File: config.mk
export PLATFORM = sky130hd
export DESIGN_NAME = rf_wr_arbiter
export DESIGN_NICKNAME = d
export VERILOG_FILES = /design/src/rtl/rf_wr_arbiter.sv
export SDC_FILE = /design/constraint.sdc
export NUM_CORES = 1
export LEC_CHECK = 0
export BUFFER_PORTS_ARGS = -buffer_cell sky130_fd_sc_hd__buf_4
export CAP_MARGIN = 20
export CORE_MARGIN = 4
export CORE_UTILIZATION = 45
export DETAILED_ROUTE_END_ITERATION = 8
export PLACE_DENSITY = 0.85
export SLEW_MARGIN = 20
export SYNTH_ARGS = -nofsm -noshare
export SYNTH_HDL_FRONTEND = slang
export SYNTH_SLANG_ARGS = --single-unit
File: constraint.sdc
create_clock -name clk -period 2.9 [get_ports clk]
set_input_delay 0.145 -clock clk [delete_from_list [all_inputs] [get_ports clk]]
set_output_delay 0.145 -clock clk [all_outputs]
set_load 0.01 [all_outputs]
File: src/rtl/rf_wr_arbiter.sv
// Two-requester arbiter for the register-file write port: pipeline-first, with a starvation
// escape and a lock mode for interrupt context-restore bursts. Writes are registered, one cycle after accept.
module rf_wr_arbiter #(
   parameter int DW         = 16,
   parameter int AW         = 3,
   parameter int STARVE_LIM = 4
) (
   input  logic          clk,
   input  logic          rst,
   input  logic          p_valid,
   output logic          p_ready,
   input  logic [AW-1:0] p_addr,
   input  logic [DW-1:0] p_data,
   input  logic          i_valid,
   output logic          i_ready,
   input  logic [AW-1:0] i_addr,
   input  logic [DW-1:0] i_data,
   input  logic          i_lock,
   input  logic          i_last,
   output logic          rf_we,
   output logic [AW-1:0] rf_addr,
   output logic [DW-1:0] rf_data,
   output logic          locked
);
   localparam int CW = $clog2(STARVE_LIM + 1);
   localparam logic [CW-1:0] LIM = CW'(STARVE_LIM);

   typedef enum logic {ARB, LOCK} state_t;

   state_t        state, state_nxt;
   logic [CW-1:0] starve_cnt, starve_nxt;
   logic          i_force;

   always_comb begin
      p_ready    = 1'b0;
      i_ready    = 1'b0;
      i_force    = 1'b0;
      state_nxt  = state;
      starve_nxt = starve_cnt;
      case (state)
         ARB: begin
            i_force = i_valid && (starve_cnt == LIM);
            p_ready = p_valid && !i_force;
            i_ready = i_valid && !p_ready;
            if (!i_valid || i_ready)
               starve_nxt = '0;
            else if (starve_cnt != LIM)
               starve_nxt = starve_cnt + 1'b1;
            if (i_ready && i_lock && !i_last)
               state_nxt = LOCK;
         end
         LOCK: begin
            i_ready    = i_valid;
            starve_nxt = '0;
            // Dropping i_lock releases the port even without a beat.
            if ((i_ready && i_last) || !i_lock)
               state_nxt = ARB;
         end
         default: state_nxt = ARB;
      endcase
   end

   always_ff @(posedge clk) begin
      if (rst) begin
         state      <= ARB;
         starve_cnt <= '0;
         rf_we      <= 1'b0;
         rf_addr    <= '0;
         rf_data    <= '0;
      end else begin
         state      <= state_nxt;
         starve_cnt <= starve_nxt;
         rf_we      <= 1'b0;
         if (p_ready) begin
            rf_we   <= (p_addr != '0);
            rf_addr <= p_addr;
            rf_data <= p_data;
         end else if (i_ready) begin
            rf_we   <= (i_addr != '0);
            rf_addr <= i_addr;
            rf_data <= i_data;
         end
      end
   end

   assign locked = (state == LOCK);
endmodule

==> flow_summary.json <==
{
  "status": "complete, no violations",
  "grt_antenna_before_repair": 0,
  "min_path_type": "input port to register",
  "drtIter0Drc": 25,
  "synth_area_per_cell_um2": 10.7,
  "core_area_mm2": 0.00257,
  "mappedNetlistNets": 163,
  "fmax_mhz": 499,
  "num_rows": 18,
  "cp_cell_sequence": "inv_1 -> ha_1 -> and3_4 -> nand2b_4 -> inv_4 -> buf_4",
  "synthFlopType": "dfxtp_1",
  "cts_tree": "built",
  "cts_root_buf": "clkbuf_4",
  "async_reset_ff_share_pct": 0,
  "wl_um": 3230,
  "ant_nets": 0,
  "startpoint_type": "register",
  "tightestPinTransition_ns": 0.887,
  "grt_pass1_vias": 1139,
  "nNetsFinal": 223,
  "cap_violations": 0,
  "min_period_ns": 2.00,
  "die_x_um": 60.8,
  "ctsResizeCount": 0,
  "clk_pin_slew_worst_paths_ns": 0.13,
  "die_y_um": 60.8,
  "p_clk_share_pct": 24.4,
  "grtUsageTotal_pct": 18.2,
  "dr_wl_met3_um": 245,
  "drcViolationCount": 0,
  "worst_slack_ns": 0.896,
  "p_comb_share_pct": 25.7,
  "vias": 1122,
  "cts_sinks": 24,
  "crit_path_end_kind": "output pin",
  "grt_max_degree": 25,
  "synthTopCellsByArea": "dfxtp_1, mux2i_1, a211oi_2, nor3_2, a211oi_1",
  "grt_pass1_wl_um": 4970,
  "routed.top_layer": "met4",
  "drv_slew": 0,
  "crit_type": "register to output pin",
  "yosys.area.top_type": "dfxtp_1",
  "dp_slack_ns": 1.21,
  "gp_congestion": 0.733,
  "dieArea_mm2": 0.00370,
  "worstPathRequired_ns": 2.76,
  "diodes": 0,
  "numCtsBuffers": 3,
  "critPathSlowestCell": "nand2b_4",
  "synth_seq_area_share_pct": 38.2,
  "pwr-share-seq_pct": 50.0,
  "clockBufferDepth": 2,
  "rsz0062_at_grt": "no",
  "relSlewSlack_pct": 40.9,
  "met2_length_um": 1680,
  "drt-vias-per-instance": 5.45,
  "period_share_pct": 69.1,
  "switching_power_uw": 200,
  "hold_viol_final": 0,
  "hold_ws_ns": 0.0791,
  "ioPinCount": 67,
  "p_sw_share_pct": 27.2,
  "p_leak_uw": 0.000782,
  "synthCells": 117,
  "drtPass1Iterations": 4,
  "holdBufCountCts": 0,
  "power.density_mw_per_mm2": 420,
  "path_max_fanout": 20,
  "layout-drive-gt1-share_pct": 52.3,
  "intPower_uw": 534,
  "synth_warnings": 0,
  "setup-tns-final_ns": 0,
  "htreeDepth": 1,
  "synth_cell_types": 26,
  "ir_worst_vdd_mv": 0.274,
  "yosys_register_bits": 24,
  "clkLatencyLatePin_ns": 0.32,
  "syn_area_mm2": 0.00126,
  "wl_per_cell_um": 15.7,
  "synth_common_cells": "dfxtp_1, mux2i_1, nor3_1",
  "dpl.hpwl_um": 2430,
  "placedCellCount": 202,
  "synth_top_area_share_pct": 38.2,
  "grt_overflow": 0,
  "syn2layout_area_growth_pct": 39.0,
  "post-cts-setup-buffer-count": 0,
  "critical_path.max_stage_delay_ns": 0.38,
  "io_buffers": 66,
  "synth-edff-count": 0,
  "arrival_ns": 1.86,
  "yosysMostFrequentCell": "dfxtp_1",
  "final_cells": 206,
  "initial_core_util_pct": 48.9,
  "fin_skew_ns": 0.00183,
  "nFillCells": 205,
  "wirelength_met1_um": 1270,
  "finalSetupViolations": 0
}
## worst max-delay path: cells and delay by family, from the launching register on
family	cells	cell delay, ns
adders and majority gates	1	0.16
and+or+nand+nor	2	0.74
buffers and inverters	3	0.28
DFF	1	0.35
## stage by stage
step                      utilization [%]  cell area (um2)  power [uW]
after floorplan                         -             1260         469
after global placement               66.6             1710         558
after detailed placement             66.6             1710         563
after CTS                            68.0             1750         739
after global routing                 68.0             1750         767
final                                68.0             1750         734
## final timing paths
kind                                   start                    endpoint  slack, ns  cells past startpoint
setup / recovery  starve_cnt[0]$_SDFFE_PP0P_                     p_ready       0.90                      6
hold reg to reg   starve_cnt[0]$_SDFFE_PP0P_  starve_cnt[0]$_SDFFE_PP0P_       0.48                      1
hold / removal                        i_lock           locked$_SDFF_PP0_       0.08                      2
setup reg to reg  starve_cnt[0]$_SDFFE_PP0P_           locked$_SDFF_PP0_       1.21                      6
## power groups by stage
stage / registers, uW / logic (uW) / clock network [uW]
detailed placement: 374 / 190 / 0
global placement: 373 / 185 / 0
CTS: 367 / 190 / 182
floorplan: 383 / 86.2 / 0
finish: 367 / 188 / 179
global route: 369 / 203 / 195
## layout by cell type (no fill, tap or decap), drive strengths merged
master | netlist | routed
nor2 | 5 | 5
inv | 4 | 4
xnor2 | 1 | 1
a211oi | 19 | 19
a21boi | 1 | 1
o21ai | 1 | 1
and3 | 1 | 1
nand4b | 1 | 1
ha | 2 | 2
nor2b | 1 | 1
dfxtp | 24 | 24
nor3 | 21 | 21
buf | 8 | 66
a22o | 1 | 1
nand2b | 2 | 2
mux2i | 19 | 19
nor4b | 1 | 1
clkbuf | 3 | 4
nand2 | 2 | 2
## routing by layer
metal,up-vias,global-route usage (%)
met1,527,21.2
met2,44,32.1
met4,0,6.19
li1,547,-
met5,-,0
met3,4,4.68
## kinds of logic (layout without fill, tap and decap cells)
logic type,Yosys count,count (layout),synth area share [%]
AO/OA/AOI/OAI,22,22,17.0
XOR/XNOR,1,1,0.697
adder cells (fa/ha/maj),2,2,1.99
buffers and inverters,15,74,7.67
flip-flops,24,24,38.2
multiplexers,19,19,15.1
AND/OR/NAND/NOR,34,34,19.2
## cell type report
class	instances	area, um2	share of cell area (%)
clock buffers	4	36.3	2.08
inverters	4	17.5	1.00
multi-input cells	78	679	38.9
flip-flops and latches	24	480	27.5
well taps	30	37.5	2.15
repair buffers	66	495	28.4
## flip-flops by register name, summed over array words and instances (netlist names)
name        cells
rf_addr         3
locked          1
rf_we           1
rf_data        16
starve_cnt      3
(Power assumes the default switching activity.)
